### src/rtl/pat_pkg.sv
// Shared types and sizing helpers for the gradient pattern source.
// Latency: n/a (types only). Backpressure: n/a.
package pat_pkg;

   typedef enum logic {
      GRAD_SAW = 1'b0,
      GRAD_TRI = 1'b1
   } pat_grad_mode_e;

   localparam int RGB_DEF_WIDTH = 8;

   // Default-width pixel; parametrised blocks build their own with the same layout.
   typedef struct packed {
      logic [RGB_DEF_WIDTH-1:0] r;
      logic [RGB_DEF_WIDTH-1:0] g;
      logic [RGB_DEF_WIDTH-1:0] b;
   } rgb_t;

   function automatic int idx_width(input int num_leds);
      return (num_leds <= 2) ? 1 : $clog2(num_leds);
   endfunction

   function automatic int grad_step(input int num_leds, input int phase_width);
      return (2 ** phase_width) / num_leds;
   endfunction

endpackage

### src/rtl/pat_lerp.sv
// One-channel interpolator: registers c0 and (c1-c0)*t, then adds the floored product.
// Latency: 1 register, result combinational after it. Backpressure: none.
module pat_lerp #(
   parameter int COLOR_WIDTH = 8,
   parameter int PHASE_WIDTH = 10
) (
   input  logic                   clk,
   input  logic                   rst_n,
   input  logic [COLOR_WIDTH-1:0] c0,
   input  logic [COLOR_WIDTH-1:0] c1,
   input  logic [PHASE_WIDTH-1:0] t,
   output logic [COLOR_WIDTH-1:0] ch
);

   localparam int PW = COLOR_WIDTH + PHASE_WIDTH + 2;

   logic signed [COLOR_WIDTH:0] d;
   logic signed [PW-1:0]        prod;
   logic signed [PW-1:0]        prod_q;
   logic [COLOR_WIDTH-1:0]      c0_q;

   assign d    = $signed({1'b0, c1}) - $signed({1'b0, c0});
   assign prod = d * $signed({1'b0, t});

   always_ff @(posedge clk or negedge rst_n) begin
      if (!rst_n) begin
         prod_q <= '0;
         c0_q   <= '0;
      end else begin
         prod_q <= prod;
         c0_q   <= c0;
      end
   end

   // True sum always lies between c0 and c1, so modulo-width addition is exact.
   assign ch = COLOR_WIDTH'(prod_q >>> PHASE_WIDTH) + c0_q;

endmodule

### src/rtl/pat_gradient_anim.sv
// Animated two-colour gradient source; optional gamma stage under PAT_GRADIENT_GAMMA_EN.
// Latency 3 cycles (4 with PAT_GRADIENT_GAMMA_EN), one request per cycle, no backpressure.
module pat_gradient_anim
   import pat_pkg::*;
#(
   parameter int NUM_LEDS    = 20,
   parameter int COLOR_WIDTH = 8,
   parameter int PHASE_WIDTH = 10,
   localparam int IDX_W      = idx_width(NUM_LEDS)
) (
   input  logic                     clk_in,
   input  logic                     rst_n_in,
   input  logic                     frame_start_in,
   input  logic [3*COLOR_WIDTH-1:0] cfg_color0_in,
   input  logic [3*COLOR_WIDTH-1:0] cfg_color1_in,
   input  logic [PHASE_WIDTH-1:0]   cfg_speed_in,
   input  logic                     cfg_mode_in,
   input  logic                     req_valid_in,
   input  logic [IDX_W-1:0]         req_index_in,
   output logic [COLOR_WIDTH-1:0]   red_out,
   output logic [COLOR_WIDTH-1:0]   green_out,
   output logic [COLOR_WIDTH-1:0]   blue_out,
   output logic [IDX_W-1:0]         index_out,
   output logic                     color_valid_out
);

   localparam int CW   = COLOR_WIDTH;
   localparam int P    = PHASE_WIDTH;
   localparam int STEP = grad_step(NUM_LEDS, PHASE_WIDTH);

   typedef struct packed {
      logic [CW-1:0] r;
      logic [CW-1:0] g;
      logic [CW-1:0] b;
   } pix_t;

   pix_t           c0_sh, c1_sh;
   pat_grad_mode_e mode_sh;
   logic [P-1:0]   offset;

   always_ff @(posedge clk_in or negedge rst_n_in) begin
      if (!rst_n_in) begin
         c0_sh   <= '0;
         c1_sh   <= '0;
         mode_sh <= GRAD_SAW;
         offset  <= '0;
      end else if (frame_start_in) begin
         c0_sh   <= pix_t'(cfg_color0_in);
         c1_sh   <= pix_t'(cfg_color1_in);
         mode_sh <= pat_grad_mode_e'(cfg_mode_in);
         offset  <= offset + cfg_speed_in;
      end
   end

   // S1: phase from the shadow state; config travels with the request so a
   // frame strobe cannot alter requests already in flight.
   logic [P-1:0]   phase_s1;
   logic           oor_s1;
   logic           s1_vld, s1_oor;
   logic [IDX_W-1:0] s1_idx;
   logic [P-1:0]   s1_phase;
   pat_grad_mode_e s1_mode;
   pix_t           s1_c0, s1_c1;

   assign phase_s1 = P'(32'(req_index_in) * STEP) + offset;
   assign oor_s1   = 32'(req_index_in) >= NUM_LEDS;

   always_ff @(posedge clk_in or negedge rst_n_in) begin
      if (!rst_n_in) begin
         s1_vld   <= 1'b0;
         s1_oor   <= 1'b0;
         s1_idx   <= '0;
         s1_phase <= '0;
         s1_mode  <= GRAD_SAW;
         s1_c0    <= '0;
         s1_c1    <= '0;
      end else begin
         s1_vld   <= req_valid_in;
         s1_oor   <= oor_s1;
         s1_idx   <= req_index_in;
         s1_phase <= phase_s1;
         s1_mode  <= mode_sh;
         s1_c0    <= c0_sh;
         s1_c1    <= c1_sh;
      end
   end

   // S2: shape the phase; triangle mirrors the upper half back down.
   logic [P-1:0] tri_t, t_s2;
   assign tri_t = s1_phase[P-1] ? (~s1_phase << 1) : (s1_phase << 1);
   assign t_s2  = (s1_mode == GRAD_TRI) ? tri_t : s1_phase;

   logic             s2_vld, s2_oor;
   logic [IDX_W-1:0] s2_idx;
   pix_t             ch_s3;

   always_ff @(posedge clk_in or negedge rst_n_in) begin
      if (!rst_n_in) begin
         s2_vld <= 1'b0;
         s2_oor <= 1'b0;
         s2_idx <= '0;
      end else begin
         s2_vld <= s1_vld;
         s2_oor <= s1_oor;
         s2_idx <= s1_idx;
      end
   end

   pat_lerp #(.COLOR_WIDTH(CW), .PHASE_WIDTH(P)) u_lerp_r (
      .clk(clk_in), .rst_n(rst_n_in), .c0(s1_c0.r), .c1(s1_c1.r), .t(t_s2), .ch(ch_s3.r)
   );
   pat_lerp #(.COLOR_WIDTH(CW), .PHASE_WIDTH(P)) u_lerp_g (
      .clk(clk_in), .rst_n(rst_n_in), .c0(s1_c0.g), .c1(s1_c1.g), .t(t_s2), .ch(ch_s3.g)
   );
   pat_lerp #(.COLOR_WIDTH(CW), .PHASE_WIDTH(P)) u_lerp_b (
      .clk(clk_in), .rst_n(rst_n_in), .c0(s1_c0.b), .c1(s1_c1.b), .t(t_s2), .ch(ch_s3.b)
   );

   // S3: result register holds its value while no request completes.
   pix_t             s3_pix;
   logic [IDX_W-1:0] s3_idx;
   logic             s3_vld;

   always_ff @(posedge clk_in or negedge rst_n_in) begin
      if (!rst_n_in) begin
         s3_pix <= '0;
         s3_idx <= '0;
         s3_vld <= 1'b0;
      end else begin
         s3_vld <= s2_vld;
         if (s2_vld) begin
            s3_pix <= s2_oor ? '0 : ch_s3;
            s3_idx <= s2_idx;
         end
      end
   end

   pix_t             out_pix;
   logic [IDX_W-1:0] out_idx;
   logic             out_vld;

`ifdef PAT_GRADIENT_GAMMA_EN
   function automatic logic [CW-1:0] gamma(input logic [CW-1:0] c);
      return CW'(({{CW{1'b0}}, c} * {{CW{1'b0}}, c}) >> CW);
   endfunction

   always_ff @(posedge clk_in or negedge rst_n_in) begin
      if (!rst_n_in) begin
         out_pix <= '0;
         out_idx <= '0;
         out_vld <= 1'b0;
      end else begin
         out_vld <= s3_vld;
         if (s3_vld) begin
            out_pix.r <= gamma(s3_pix.r);
            out_pix.g <= gamma(s3_pix.g);
            out_pix.b <= gamma(s3_pix.b);
            out_idx   <= s3_idx;
         end
      end
   end
`else
   assign out_pix = s3_pix;
   assign out_idx = s3_idx;
   assign out_vld = s3_vld;
`endif

   assign red_out         = out_pix.r;
   assign green_out       = out_pix.g;
   assign blue_out        = out_pix.b;
   assign index_out       = out_idx;
   assign color_valid_out = out_vld;

endmodule

### config.mk
export PLATFORM = sky130hd
export DESIGN_NAME = pat_gradient_anim
export DESIGN_NICKNAME = d
export VERILOG_FILES = /design/src/rtl/pat_pkg.sv /design/src/rtl/pat_lerp.sv /design/src/rtl/pat_gradient_anim.sv
export SDC_FILE = /design/constraint.sdc
export NUM_CORES = 1
export LEC_CHECK = 0
export CELL_PAD_IN_SITES_DETAIL_PLACEMENT = 0
export CELL_PAD_IN_SITES_GLOBAL_PLACEMENT = 1
export CORE_MARGIN = 2
export CORE_UTILIZATION = 45
export CTS_CLUSTER_SIZE = 12
export DETAILED_ROUTE_END_ITERATION = 10
export PLACE_DENSITY = 0.79
export SYNTH_ARGS = -nofsm -noshare
export SYNTH_HDL_FRONTEND = slang
export SYNTH_SLANG_ARGS = --single-unit
### constraint.sdc
create_clock -name clk_in -period 6.7 [get_ports clk_in]
set_input_delay 1.34 -clock clk_in [delete_from_list [all_inputs] [get_ports clk_in]]
set_output_delay 1.34 -clock clk_in [all_outputs]
set_load 0.02 [all_outputs]
==> qor.txt, run 1 <==
nets = 2228
share of cells above drive strength 1 = 0.116
hold depth = 0
max-cap violations = 0
Most used DFF post-synth = dfrtp_1
Worst Setup Start Kind = register
critical path depth in cells = 25
total CTS buffers = 24
GRT overflow = 0
cell count after synthesis = 1610
dpl hpwl = 30.2 mm
slowest stage cell, crit path = fa_1
EDFF count, synth = 0
largest net degree at the start of global routing = 126
RSZ-0062 raised after global routing = true
H-tree depth = 1
starting density of the core = 0.458
Hold Path Class = reg -> reg
crit path kind = reg -> reg
most frequent CP cell = fa_1
syn avg cell area = 10.7 um^2
Vias = 11500
Slew Viols, Final = 0
asr flop ratio synth = 1.00
Layout area overhead = 17.4%
Clock Tree Root = clkbuf_16
Initial DRC Count = 419
total clock sinks = 210
Max Fclk = 0.154 GHz
minimum clock period = 6.49 ns
status = finished clean
# port buffers = 97
Buf/Inv on CP = 4
Max FO, Critical Path = 4
Worst Path Arrival = 6.91 ns
non-filler cells, final = 2288
I/O pin total = 98
syn_nets = 2074
Routed WL = 38.5 mm
die height = 200 um
R2R Path Start = s1_c0[1]
area of the multi-input gates = 11000 um^2
drt first pass iters = 5
Worst-Margin Slew = 1.03 ns
Inst Count DP = 2240
WL/cell = 16.8 um
Hold Vio Cnt, Final = 0
CP delay by family, top = adder cells
skew final = 0.0306 ns
post-synthesis cell area = 17200 um^2
slew margin rel. = 0.313
std cell rows = 71
Seq cells post-synth = 210
Reg2Reg Setup Slack = 0.21 ns
clock tree buffer depth = 3
GPL Wtd Cong = 0.877
CP max stage delay = 0.54 ns
DRC errors left = 0
worst r2r dst = u_lerp_b.prod_q[17]
synth warn = 0
antenna viol nets, final = 0
Die W = 200 um
Worst Hold End = s2_idx[3]
sequential share of the synthesized area = 0.305
die area = 39900 um^2
CTS tree = done
global-route wire length before repair = 64.4 mm
endpoints failing setup = 0
FF/Latch Area = 5260 um^2
Clock Pin Slew Worst Setup and Hold Paths = 0.06 ns
Crit path required time = 7.12 ns
DR vias/cell = 5.04
antenna cells = 0
initial antenna violation count = 0
WHS = 0.346 ns
CORE AREA = 37700 um^2
Skew-Pair Late Insertion Delay = 0.56 ns
GR Util All Layers = 0.206
Worst Hold Launch = s1_idx[3]
vias in the first global route = 12700
Fill cells = 3388
r2r worst-path depth = 25
crit share post-route = 0.968
critical path capture point type = register
post-synth cell types = 55
cell usage in the layout (no fill, tap or decap), drive strengths merged, types with 7 or more instances in the layout:
cell             n
xor2            30
nor2b           15
nand2b          73
inv            261
clkdlybuf4s50   95
nor3            27
a21o            38
o21ai           24
nor2           145
buf             74
o2bb2ai         15
nand3b           7
fa             184
nand2           68
clkbuf          30
mux2            60
xnor2           63
or3             10
a21oi           40
o21a             8
ha             212
dfrtp          210
nand3           13
a21boi           7
kinds of logic after synthesis:
family / share of synthesized area
adders and majority gates: 0.367
and+or+nand+nor: 0.106
buffers and inverters: 0.0659
DFF: 0.305
AOI/OAI and AO/OA: 0.0665
xor gates and xnor gates: 0.0499
muxes: 0.0392
synth_stat cells, types with 2 or more instances:
| master | n | share of area |
|---|---|---|
| a211oi_1 | 2 | 0.00087 |
| a21boi_0 | 5 | 0.0022 |
| a21boi_1 | 2 | 0.00087 |
| a21o_1 | 38 | 0.017 |
| a21oi_1 | 40 | 0.012 |
| a31oi_1 | 5 | 0.0018 |
| and2_1 | 6 | 0.0022 |
| and3_1 | 2 | 0.00073 |
| buf_1 | 4 | 0.00087 |
| buf_2 | 2 | 0.00058 |
| clkbuf_1 | 35 | 0.0076 |
| dfrtp_1 | 210 | 0.30 |
| fa_1 | 184 | 0.21 |
| ha_1 | 212 | 0.15 |
| inv_1 | 260 | 0.057 |
| mux2_2 | 60 | 0.039 |
| nand2_1 | 68 | 0.015 |
| nand2b_1 | 73 | 0.026 |
| nand3_1 | 13 | 0.0038 |
| nand3b_1 | 7 | 0.0030 |
| nand4_1 | 2 | 0.00073 |
| nor2_1 | 145 | 0.032 |
| nor2b_1 | 15 | 0.0054 |
| nor3_1 | 27 | 0.0078 |
| nor3b_1 | 2 | 0.00087 |
| nor4b_1 | 2 | 0.0010 |
| nor4bb_1 | 2 | 0.0012 |
| o2111ai_1 | 3 | 0.0015 |
| o21a_1 | 8 | 0.0035 |
| o21ai_0 | 13 | 0.0038 |
| o21ai_1 | 11 | 0.0032 |
| o21bai_1 | 5 | 0.0022 |
| o2bb2ai_1 | 15 | 0.0076 |
| o31ai_1 | 4 | 0.0017 |
| o41a_1 | 3 | 0.0020 |
| o41ai_2 | 2 | 0.0019 |
| or2_2 | 4 | 0.0015 |
| or3_1 | 10 | 0.0036 |
| xnor2_1 | 63 | 0.032 |
| xnor3_1 | 2 | 0.0026 |
| xor2_1 | 30 | 0.015 |
area by class of cell:
cell class                      count  area share
Multi-Input combinational cell   1098       0.545
Sequential cell                   210       0.260
Timing Repair Buffer              169      0.0771
Inverter                          261      0.0484
Clock buffer                       30      0.0318
Tap cell                          511      0.0316
Clock inverter                      9     0.00643
how the worst max path moves through the flow:
| stage | endpoint | startpoint |
|---|---|---|
| 5_1_grt | u_lerp_b.prod_q[17] | s1_c0[1] |
| 4_1_cts | u_lerp_g.prod_q[17] | s1_c0[9] |
| 3_3_place_gp | u_lerp_g.prod_q[17] | s1_c0[9] |
| 6_report | u_lerp_b.prod_q[17] | s1_c0[1] |
| 2_1_floorplan | u_lerp_g.prod_q[17] | s1_c0[9] |
| 3_5_place_dp | u_lerp_g.prod_q[17] | s1_c0[9] |
flip-flops by register name, indices dropped and copies added, names as in the netlist, 10 cells and up:
signal,flops
s1_c1,24
c0_sh,24
c1_sh,24
offset,10
s1_phase,10
s1_c0,24
through the flow:
step	TNS, ns	setup slack [ns]	instance area (um^2)	utilization
final	0	0.214	20200	0.537
after global routing	-0.165	-0.0947	20200	0.537
after CTS	0	0.00740	20000	0.531
after detailed placement	-0.0642	-0.0642	19200	0.510
after global placement	0	0.0103	19200	0.510
after floorplan	0	0.200	17200	-
layer usage:
metal,track usage,routed length (um),vias up
met5,0,0,-
met4,0.0554,949,0
met3,0.0314,1640,61
met2,0.364,19300,193
met1,0.263,16600,5820
li1,-,-,5461
repair_timing:
action                     in CTS  in global routing
setup endpoints to repair       1                  7
resized for setup               1                 37
pin swaps                       0                 34
buffers inserted                0                  9
hold buffers                    0                  0
Power of run 1 is not shown: default switching activity piles up to over one toggle a cycle in this logic, so the estimate is an artifact.
==> inputs of run 2 (changes only) <==
--- a/config.mk
+++ b/config.mk
@@ -12,6 +12,7 @@
 export CTS_CLUSTER_SIZE = 12
 export DETAILED_ROUTE_END_ITERATION = 10
 export PLACE_DENSITY = 0.79
+export RECOVER_POWER = 50
 export SYNTH_ARGS = -nofsm -noshare
 export SYNTH_HDL_FRONTEND = slang
 export SYNTH_SLANG_ARGS = --single-unit
==> qor.txt, run 2 (synthesis results as in run 1) <==
DR vias/cell = 5.05
std cell rows = 71
initial antenna violation count = 0
crit share post-route = 0.968
Worst Path Arrival = 6.91 ns
most frequent cells in the layout = inv_1 (257), dfrtp_1 (210), ha_1 (209)
starting density of the core = 0.458
nets = 2228
dpl hpwl = 30.2 mm
Slew Viols, Final = 86
Buf/Inv on CP = 4
Clock Tree Root = clkbuf_16
Max Fclk = 0.154 GHz
die height = 200 um
clock tree buffer depth = 3
# port buffers = 97
Initial DRC Count = 443
R2R Path Start = s1_c0[1]
Max FO, Critical Path = 4
WL/cell = 16.8 um
I/O pin total = 98
most common cell after layout, fill and taps aside = inv_1
Reg2Reg Setup Slack = 0.21 ns
drt first pass iters = 5
Hold Path Class = reg -> reg
antenna cells = 0
GR Util All Layers = 0.206
Routed WL = 38.5 mm
slowest stage cell, crit path = fa_1
status = finished with violations
slew margin rel. = -2.05
GPL Wtd Cong = 0.877
WHS = 0.346 ns
crit path kind = reg -> reg
minimum clock period = 6.49 ns
DRC errors left = 0
r2r worst-path depth = 25
Fill cells = 3392
CORE AREA = 37700 um^2
Inst Count DP = 2240
failing checks = max-capacitance violations, max-slew violations
most frequent CP cell = fa_1
Worst Hold Launch = s1_idx[3]
final core utilization = 0.537
max-cap violations = 1
H-tree depth = 1
CTS tree = done
Die W = 200 um
Skew-Pair Late Insertion Delay = 0.56 ns
largest net degree at the start of global routing = 126
Worst Setup Start Kind = register
die area = 39900 um^2
vias in the first global route = 12700
critical path capture point type = register
GRT overflow = 0
area of the multi-input gates = 11000 um^2
global-route wire length before repair = 64.4 mm
end of the critical path = u_lerp_b.prod_q[17]
Worst-Margin Slew = 4.58 ns
FF/Latch Area = 5260 um^2
CP max stage delay = 0.54 ns
antenna viol nets, final = 0
CP delay by family, top = adder cells
Crit path required time = 7.12 ns
RSZ-0062 raised after global routing = true
skew final = 0.0303 ns
Hold Vio Cnt, Final = 0
total clock sinks = 210
non-filler cells, final = 2288
Layout area overhead = 17.3%
worst r2r dst = u_lerp_b.prod_q[17]
total CTS buffers = 24
share of cells above drive strength 1 = 0.114
Clock Pin Slew Worst Setup and Hold Paths = 0.06 ns
Vias = 11500
Critical Path Source = s1_c0[1]
critical path depth in cells = 25
endpoints failing setup = 0
==> run 2: cell count changes in the layout (fill, tap and decap cells not counted) <==
cell	previous run	this run
buf_8	1	0
buf_4	68	66
clkdlybuf4s50_1	95	89
clkbuf_1	4	7
dlygate4sd3_1	0	6
==> run 2: per-stage QoR <==
step | cell area (um^2) | setup TNS, ns | setup WS (ns)
2_1_floorplan | 17200 | 0 | 0.200
5_1_grt | 20200 | -0.164 | -0.0947
3_3_place_gp | 19200 | 0 | 0.0103
4_1_cts | 20000 | 0 | 0.00740
6_report | 20200 | 0 | 0.213
3_5_place_dp | 19200 | -0.0642 | -0.0642
==> run 2: per-layer routing <==
layer,share of wire,GRT usage,vias to the layer above
li1,-,-,5462
met1,0.43,0.263,5824
met2,0.50,0.364,199
met3,0.042,0.0314,63
met4,0.025,0.0554,0
met5,0,0,-
==> run 2: area by class of cell <==
type                       count  area share
multi-input combinational   1098       0.546
sequential                   210       0.260
timing repair buffer         169      0.0763
inverter                     261      0.0484
clock buffer                  30      0.0318
tap                          511      0.0316
clock inverter                 9     0.00643
==> run 2: repair_timing <==
item / CTS / global route
gates cloned: 0 / 0
setup endpoints to repair: 1 / 7
hold buffers: 0 / 0
pin swaps: 0 / 34
resized for setup: 1 / 37
hold endpoints to repair: 0 / 0
setup buffers: 0 / 9
==> run 2: how the worst min path moves through the flow <==
stage	to	slack, ns	cells after the start
6_report	s2_idx[3]	0.35	0
5_1_grt	s2_idx[4]	0.36	0
4_1_cts	s2_idx[0]	0.35	0
3_5_place_dp	s2_idx[0]	0.34	0
3_3_place_gp	s2_idx[0]	0.33	0
2_1_floorplan	s2_idx[0]	0.33	0
Power of run 2 is left out for the same reason.
==> inputs of run 3 (changes only) <==
--- a/config.mk
+++ b/config.mk
@@ -13,6 +13,7 @@
 export DETAILED_ROUTE_END_ITERATION = 10
 export PLACE_DENSITY = 0.79
 export RECOVER_POWER = 50
+export SLEW_MARGIN = 20
 export SYNTH_ARGS = -nofsm -noshare
 export SYNTH_HDL_FRONTEND = slang
 export SYNTH_SLANG_ARGS = --single-unit
==> results of run 3 <==
The final DEF is identical to that of run 2; final timing and power are the same.
Power of run 3 is left out for the same reason.
